$ cat src/rtl/muldiv.sv
// Iterative 32-bit multiply/divide unit owning HI/LO.
// Shift-add multiply and restoring divide, 32 iterations plus a fix-up cycle.
module muldiv (
  input  logic        clk,
  input  logic        rst,
  input  logic        start,
  input  logic [2:0]  op,
  input  logic [31:0] A,
  input  logic [31:0] B,
  output logic        busy,
  output logic        done,
  output logic        div0,
  output logic [31:0] hi,
  output logic [31:0] lo
);

  typedef enum logic [1:0] {
    IDLE,
    CALC,
    FIX
  } state_t;

  state_t state, state_nxt;

  logic [4:0]  cnt;
  logic [63:0] acc;
  logic [31:0] rem;
  logic [31:0] mag_a, mag_b;
  logic        is_div, neg_q, neg_r, zero;

  logic        go, mt, fin, sg;
  logic [31:0] a_in, b_in;
  logic [32:0] sum, shl;
  logic [31:0] rdiff;
  logic        ge;
  logic [63:0] prod;
  logic [31:0] quo, rmd;

  // Request decode: mul/div launch and MTHI/MTLO, only from IDLE
  always_comb begin
    go   = start && (state == IDLE) && !op[2];
    mt   = start && (state == IDLE) && op[2] && !op[1];
    sg   = !op[0];
    a_in = (sg && A[31]) ? 32'd0 - A : A;
    b_in = (sg && B[31]) ? 32'd0 - B : B;
  end

  // State register
  always_ff @(posedge clk or negedge rst) begin
    if (!rst) state <= IDLE;
    else      state <= state_nxt;
  end

  // Next-state logic
  always_comb begin
    state_nxt = state;
    unique case (state)
      IDLE:    if (go) state_nxt = CALC;
      CALC:    if (cnt == 5'd31) state_nxt = FIX;
      FIX:     state_nxt = IDLE;
      default: state_nxt = IDLE;
    endcase
  end

  // State-derived outputs
  always_comb begin
    busy = (state != IDLE);
    fin  = (state == FIX);
  end

  // One iteration step and final sign correction
  always_comb begin
    sum   = {1'b0, acc[63:32]}
          + (acc[0] ? {1'b0, mag_a} : 33'd0);
    shl   = {rem, acc[31]};
    ge    = (shl >= {1'b0, mag_b});
    rdiff = shl[31:0] - mag_b;
    prod  = neg_q ? 64'd0 - acc : acc;
    quo   = neg_q ? 32'd0 - acc[31:0] : acc[31:0];
    rmd   = neg_r ? 32'd0 - rem : rem;
  end

  // Datapath, HI/LO and registered strobes
  always_ff @(posedge clk or negedge rst) begin
    if (!rst) begin
      cnt    <= '0;
      acc    <= '0;
      rem    <= '0;
      mag_a  <= '0;
      mag_b  <= '0;
      is_div <= 1'b0;
      neg_q  <= 1'b0;
      neg_r  <= 1'b0;
      zero   <= 1'b0;
      hi     <= '0;
      lo     <= '0;
      done   <= 1'b0;
      div0   <= 1'b0;
    end else begin
      done <= fin | mt;
      div0 <= fin & is_div & zero;
      if (go) begin
        mag_a  <= a_in;
        mag_b  <= b_in;
        acc    <= {32'd0, op[1] ? a_in : b_in};
        rem    <= '0;
        cnt    <= '0;
        is_div <= op[1];
        neg_q  <= sg & (A[31] ^ B[31]);
        neg_r  <= sg & A[31];
        zero   <= op[1] & (B == 32'd0);
      end else if (mt) begin
        if (op[0]) lo <= A;
        else       hi <= A;
      end else if (state == CALC) begin
        cnt <= cnt + 5'd1;
        if (is_div) begin
          acc[31:0] <= {acc[30:0], ge};
          rem       <= ge ? rdiff : shl[31:0];
        end else begin
          acc <= {sum, acc[31:1]};
        end
      end else if (fin) begin
        if (!is_div) begin
          hi <= prod[63:32];
          lo <= prod[31:0];
        end else if (!zero) begin
          hi <= rmd;
          lo <= quo;
        end
      end
    end
  end

endmodule
$ cat config.mk
export PLATFORM = sky130hd
export DESIGN_NAME = muldiv
export DESIGN_NICKNAME = d
export VERILOG_FILES = /design/src/rtl/muldiv.sv
export SDC_FILE = /design/constraint.sdc
export NUM_CORES = 1
export LEC_CHECK = 0
export ABC_AREA = 1
export ABC_CLOCK_PERIOD_IN_PS = 2500
export CORE_UTILIZATION = 45
export CTS_BUF_LIST = sky130_fd_sc_hd__clkbuf_8
export CTS_CLUSTER_SIZE = 12
export DETAILED_ROUTE_END_ITERATION = 10
export PLACE_DENSITY_LB_ADDON = 0.08
export SYNTH_ARGS = -nofsm -noshare
export SYNTH_HDL_FRONTEND = slang
export SYNTH_SLANG_ARGS = --single-unit
$ cat constraint.sdc
create_clock -name clk -period 2.5 [get_ports clk]
set_input_delay 0.5 -clock clk [delete_from_list [all_inputs] [get_ports clk]]
set_output_delay 0.5 -clock clk [all_outputs]
set_load 0.02 [all_outputs]
==> results of run 1 <==
-- per-stage QoR --
stage,hold WS (ps),setup WS [ps]
global route,394,-109
detailed placement,456,-218
CTS,366,2.07
floorplan,204,136
global placement,458,-215
finish,389,6.43
-- area by class of cell --
| cell class | count | area share |
|---|---|---|
| well taps | 577 | 0.0283 |
| repair buffers | 473 | 0.162 |
| inverters | 349 | 0.0513 |
| multi-input cells | 2405 | 0.489 |
| clock inverters | 24 | 0.00739 |
| flip-flops and latches | 237 | 0.232 |
| clock buffers | 55 | 0.0296 |
-- sequential cells by signal, indices dropped and copies added, names as in the netlist --
register	count
acc	64
cnt	5
done	1
mag_b	32
state	2
neg_q	1
mag_a	32
zero	1
neg_r	1
hi	32
is_div	1
lo	32
div0	1
rem	32
-- per-layer routing --
| layer | vias up | global-route usage | wire [µm] |
|---|---|---|---|
| li1 | 11004 | - | - |
| met1 | 11142 | 0.530 | 36100 |
| met2 | 1309 | 0.616 | 39600 |
| met3 | 221 | 0.0839 | 8860 |
| met4 | 2 | 0.217 | 5680 |
| met5 | - | 0 | 13 |
-- worst register-to-register path, stage by stage, from the launching register on --
cell and delay [ps]:
dfrtp_2 450, buf_12 160, nand2_1 70, inv_1 100, ha_4 320, a21oi_1 90
buf_4 140, o211ai_1 270, nand2_1 110, nand2_2 150, nand3_1 90, nand2_1 100
a21oi_1 80, o21ai_1 160, nand2_1 70
-- worst paths after layout --
kind	slack, ps	endpoint	from	cells after the start
worst max-delay path	6	acc[50]	acc[0]	14
worst min-delay path	390	hi[29]	rst	2
worst max register to register	6	acc[50]	acc[0]	14
worst min register to register	490	lo[6]	lo[6]	2
max in group asynchronous	1380	acc[20]	rst	3
min in group clk	490	lo[6]	lo[6]	2
-- placed cells by master, fill, tap and decap left out, types with 20 or more instances in the layout --
| cell type | n |
|---|---|
| buf_4 | 315 |
| inv_1 | 344 |
| a21oi_2 | 20 |
| nand2_2 | 37 |
| nor2_1 | 386 |
| a221oi_1 | 27 |
| clkdlybuf4s50_1 | 135 |
| ha_1 | 35 |
| o21ai_0 | 223 |
| o21ai_1 | 36 |
| nor2_2 | 29 |
| xnor2_1 | 20 |
| dfrtp_1 | 231 |
| xor2_1 | 47 |
| nand3_1 | 295 |
| clkbuf_8 | 55 |
| a21oi_1 | 171 |
| a31oi_1 | 27 |
| ha_4 | 31 |
| nand4_1 | 47 |
| nand2_1 | 837 |
-- repair_timing --
item	CTS	global route
hold endpoints to repair	40	0
resized for setup	26	152
endpoints found under the setup margin	12	72
hold buffers	1	0
setup buffers	0	4
gates cloned	0	1
pin swaps	2	23
-- cells by family after synthesis --
kind of cell    synth area share
fa+ha+maj                 0.0471
xor+xnor                  0.0302
simple gates               0.363
flops                      0.305
compound gates             0.162
buf+inv                   0.0931
-- power breakdown --
group	internal, µW	switching [µW]
clock network	2300	1920
registers	5760	2400
logic	10300	16200
==> results.md, run 1 <==
- Post-Synthesis Cells: 3,097
- Ant. Diodes: 0
- Setup TNS: 0 ps
- Die W: between 200 and 250 µm
- DRC viols: 0
- Final ANT Viol Nets: 0
- Ranking of synthesized cells by area: dfrtp_1 (30%), nand2_1 (17%), nor2_1 (7.9%)
- Vias per cell: approximately 5.7
- Clock transition at the registers of the reported paths: 70 ps
- Startpoint types: register
- IO Port Bufs: 136
- Crit path buf inv count: 3
- Seq/Total Area, Yosys: 0.305
- WL final: between 90,000 and 100,000 µm
- Number of clock sinks: approximately 240
- Final #Nets: roughly 3,700
- Hold/Removal Path Class: primary input to async pin
- Clock skew: between 40 and 50 ps
- Library cells used by synthesis: 50
- Predominant post-synthesis flop cell: dfrtp_1
- Final instance area: between 20,000 and 30,000 µm²
- Worst VDD drop: 1.04 mV
- Cell Chain, Critical Path: buf_12 -> nand2_1 -> inv_1 -> ha_4 -> a21oi_1 -> buf_4 -> o211ai_1 -> nand2_1 -> nand2_2 -> nand3_1 -> nand2_1 -> a21oi_1 -> o21ai_1 -> nand2_1
- Dominant cell type by area after synthesis: dfrtp_1
- #FFs+latches synth: 237
- Fraction of registers with async set/reset: 1.00
- Fin crit share: 0.997
- Area of the multi-input gates: around 12,000 µm²
- CP Data Required Time: about 3000 ps
- Count leader, synth: nand2_1
- TritonRoute pass-1 iters: 6
- Total GRT Usage: 0.402
- Layout area overhead: 31.4%
- CTS Buffer Depth: 3
- Yosys top cell area share: 0.305
- Initial antenna violation count: 1
- Max Clk Rate: ~400 MHz
- Commonest cells post-synth: nand2_1 (870), nor2_1 (411), inv_1 (338)
- Cell mode on critical path: nand2_1
- Fin cells: approximately 4,100
- Syn avg cell area: 6.28 µm²
- Pleak: around 0.013 µW
- Gpl congestion: about 1.1
- Sequential cell area: between 5000 and 6000 µm²
- Post-synthesis cell area: between 15,000 and 20,000 µm²
- Setup Viol. Count Final: 0
- Hold Vio Cnt, Final: 0
- Status: complete, no violations
- Delay-heaviest family, CP: compound AO/OA/AOI/OAI gates
- Synth Warn #: 0
- Slew Viols, Final: 0
- Fillers: between 4,000 and 5,000
- Max-cap viol count: 0
- Core area: ~42,000 µm²
- Critical path peak fanout: 10
- Rel. slew slack: 0.175
- Final core occ: 0.604
- Placed insts: roughly 4,000
- Total number of vias: ~24,000
- CP Data Arrival Time: ~3000 ps
- Clk Latency, worst-skew pair: about 650 ps
- Cts bufs inserted: 47
- Overall power: 38,900 µW
- Rows: 75
- Initial DRC Count: 2,536
- Crit Path Category: register to register
- Remaining Overflow, GRT: 0
- Boundary Pins: roughly 140
- Crit end category: register
- Slew @ Worst Pin: 1240 ps
- CP max stage cell: dfrtp_2
- Post-synth EDFFs: 0
- Proportion of layout cells with a drive suffix above 1: 0.168
- TritonCTS clock tree: built
- Syn_nets: about 3,200
- Initial Utilization: 0.460
- Die area: around 44,000 µm²
- Dpl hpwl: just over 70,000 µm
- Tmin final: 2490 ps
- Largest net degree at the start of global routing: 97
- Placed Area: around 24,000 µm²
- Htree depth: 2
- Die Y: approximately 210 µm
- Critical path's largest stage delay: between 400 and 500 ps
- Avg WL per Cell: around 22 µm
- Vias in the first global route: approximately 22,000
- RSZ-0062 raised after global routing: yes
- First-pass GRT wire length: ~130,000 µm
- Clock root buffer: clkbuf_8
- PwrDens: 1520 nW/µm²
No activity file was read; power rests on OpenSTA's default activity.
==> inputs of run 2 (changes only) <==
--- a/config.mk
+++ b/config.mk
@@ -11,7 +11,8 @@
 export CTS_BUF_LIST = sky130_fd_sc_hd__clkbuf_8
 export CTS_CLUSTER_SIZE = 12
 export DETAILED_ROUTE_END_ITERATION = 10
-export PLACE_DENSITY_LB_ADDON = 0.08
+export PLACE_DENSITY = 0.73
+export SLEW_MARGIN = 25
 export SYNTH_ARGS = -nofsm -noshare
 export SYNTH_HDL_FRONTEND = slang
 export SYNTH_SLANG_ARGS = --single-unit
==> results.md, run 2 (synthesized netlist as in run 1, its figures left out) <==
- Overall power: 40,600 µW (+4.6%)
- Delay-heaviest family, CP: compound AO/OA/AOI/OAI gates
- Vias in the first global route: 22,294 (+1.1%)
- CP Data Arrival Time: 2970 ps (-20 ps)
- First-pass GRT wire length: 134,000 µm (+1.1%)
- Layout area overhead: 34.6%
- Commonest non-fill, non-tap cell in the layout: nand2_1
- Status: complete, no violations
- Crit end category: register
- Final ANT Viol Nets: 0 (unchanged)
- Worst hold margin: 383 ps (-6.22 ps)
- Pleak: 0.0128 µW (+2.1%)
- Placed insts: 4,064 (+0.72%)
- Slew Viols, Final: 0 (unchanged)
- TritonRoute pass-1 iters: 8 (+2)
- Max Clk Rate: 408 MHz (+1.8%)
- Crit Path Category: register to register
- Setup Viol. Count Final: 0 (unchanged)
- CP max stage cell: o21ai_0
- PwrDens: 1550 nW/µm² (+2.0%)
- Die Y: 210 µm (unchanged)
- Stages on worst setup path: 10 (-4)
- Startpoint types: register
- Clock root buffer: clkbuf_8
- Critical path's largest stage delay: 470 ps (+20 ps)
- Worst VDD drop: 1.35 mV (+30%)
- Largest net degree at the start of global routing: 84 (-13%)
- Setup TNS: 0 ps (unchanged)
- Slew @ Worst Pin: 654 ps (-582 ps)
- Dpl hpwl: 73,700 µm (+2.2%)
- IO Port Bufs: 136 (unchanged)
- Cell Chain, Critical Path: ha_4 -> a21oi_1 -> o21ai_0 -> a21oi_2 -> o21ai_0 -> nand2_1 -> nand3_1 -> nand3_1 -> nand2_1 -> nand2_1
- WL final: 93,100 µm (+3.1%)
- Initial DRC Count: 2,921 (+15%)
- Vias per cell: 5.74 (about the same)
- Htree depth: 2 (unchanged)
- Die W: 210 µm (unchanged)
- Avg WL per Cell: 22.3 µm (+2.0%)
- Final #Nets: 3,701 (+1.3%)
- Clock skew: 34.5 ps (-13.0 ps)
- Total number of vias: 23,931 (+1.1%)
- Path depth of the worst reg2reg path: 10 (-4)
- Cell mode on critical path: nand2_1
- Critical path peak fanout: 3 (-7)
- Tmin final: 2450 ps (-45.2 ps)
- TritonCTS clock tree: built
- Commonest cells after routing, fill and taps aside: nand2_1 (835), nor2_1 (384), buf_4 (355), inv_1 (333), nand3_1 (294)
- Crit path buf inv count: 0 (-3)
- Remaining Overflow, GRT: 0 (unchanged)
- Initial antenna violation count: 0 (-1)
- Rows: 75 (unchanged)
- Clock transition at the registers of the reported paths: 70 ps (about the same)
- Hold Vio Cnt, Final: 0 (unchanged)
- Cts bufs inserted: 45 (-4.3%)
- Total GRT Usage: 0.408 (+0.00629)
- Die area: 44,100 µm² (unchanged)
- Biggest register: acc
- Gpl congestion: 1.07 (about the same)
- Number of clock sinks: 237 (unchanged)
- Clk Latency, worst-skew pair: 630 ps (-20 ps)
- Max reg flops: 64 (unchanged)
- CTS Buffer Depth: 3 (unchanged)
- Boundary Pins: 137 (unchanged)
- Rel. slew slack: 0.564 (+0.388)
- Proportion of layout cells with a drive suffix above 1: 0.189 (+0.0212)
- Fin cells: 4,167 (+1.1%)
- RSZ-0062 raised after global routing: yes
- Hold/Removal Path Class: primary input to async pin
- Core area: 42,300 µm² (unchanged)
- Fin crit share: 0.979 (-0.0181)
- CP Data Required Time: 3020 ps (+30 ps)
- DRC viols: 0 (unchanged)
- Max-cap viol count: 0 (unchanged)
- Initial Utilization: 0.460 (unchanged)
## run 2: cell count changes in the layout (fill, tap and decap cells not counted), moves of 6 or more
cell	delta
buf_4	+40
dfrtp_1	-11
dfrtp_2	+11
ha_1	-11
inv_1	-11
ha_4	+7
o21ai_0	-6
## run 2: stage by stage
step / setup slack, ps / utilization / instance area (µm²)
final: 51.7 / 0.619 / 26200
after global routing: -74.8 / 0.619 / 26200
after CTS: 0.00178 / 0.594 / 25100
after detailed placement: -259 / 0.567 / 24000
after global placement: -239 / 0.567 / 24000
after floorplan: 136 / - / 19500
## run 2: final timing paths
| kind | slack (ps) | to | from |
|---|---|---|---|
| worst max register to register | 50 | rem[28] | rem[4] |
| worst max-delay path | 50 | rem[28] | rem[4] |
| worst min-delay path | 380 | acc[53] | rst |
| min in group clk | 480 | lo[1] | lo[1] |
| max in group asynchronous | 1350 | acc[40] | rst |
| worst min register to register | 480 | lo[1] | lo[1] |
## run 2: final cells by class
class                           instances  area (µm²)
Inverter                              349        1310
Sequential cell                       237        5950
Timing Repair Buffer                  521        4600
Clock inverter                         23         238
Tap cell                              577         722
Multi-Input combinational cell       2405       12600
Antenna cell                            1        2.50
Fill cell                            3982       16100
Clock buffer                           54         743
## run 2: routing by layer
metal | wire, µm | up-vias | global-route usage
met5 | 0 | - | 0
met4 | 5690 | 0 | 0.237
met3 | 8930 | 227 | 0.0575
met2 | 40600 | 1406 | 0.616
met1 | 37900 | 11184 | 0.558
li1 | - | 11114 | -
## run 2: where the power goes
| part | leakage (µW) | switching, µW | internal (µW) |
|---|---|---|---|
| Clock | 0.000530 | 1890 | 2470 |
| Sequential | 0.00285 | 2690 | 5770 |
| Combinational | 0.00939 | 16700 | 11100 |
| Total | 0.0128 | 21300 | 19300 |
## run 2: what timing repair did
action                                  CTS  global route
hold endpoints to repair                 43             0
gates cloned                              0             4
endpoints found under the setup margin   11            74
pin swaps                                 3            41
setup buffers                             1            20
hold buffers                              1             0
gates resized for setup                  23           204
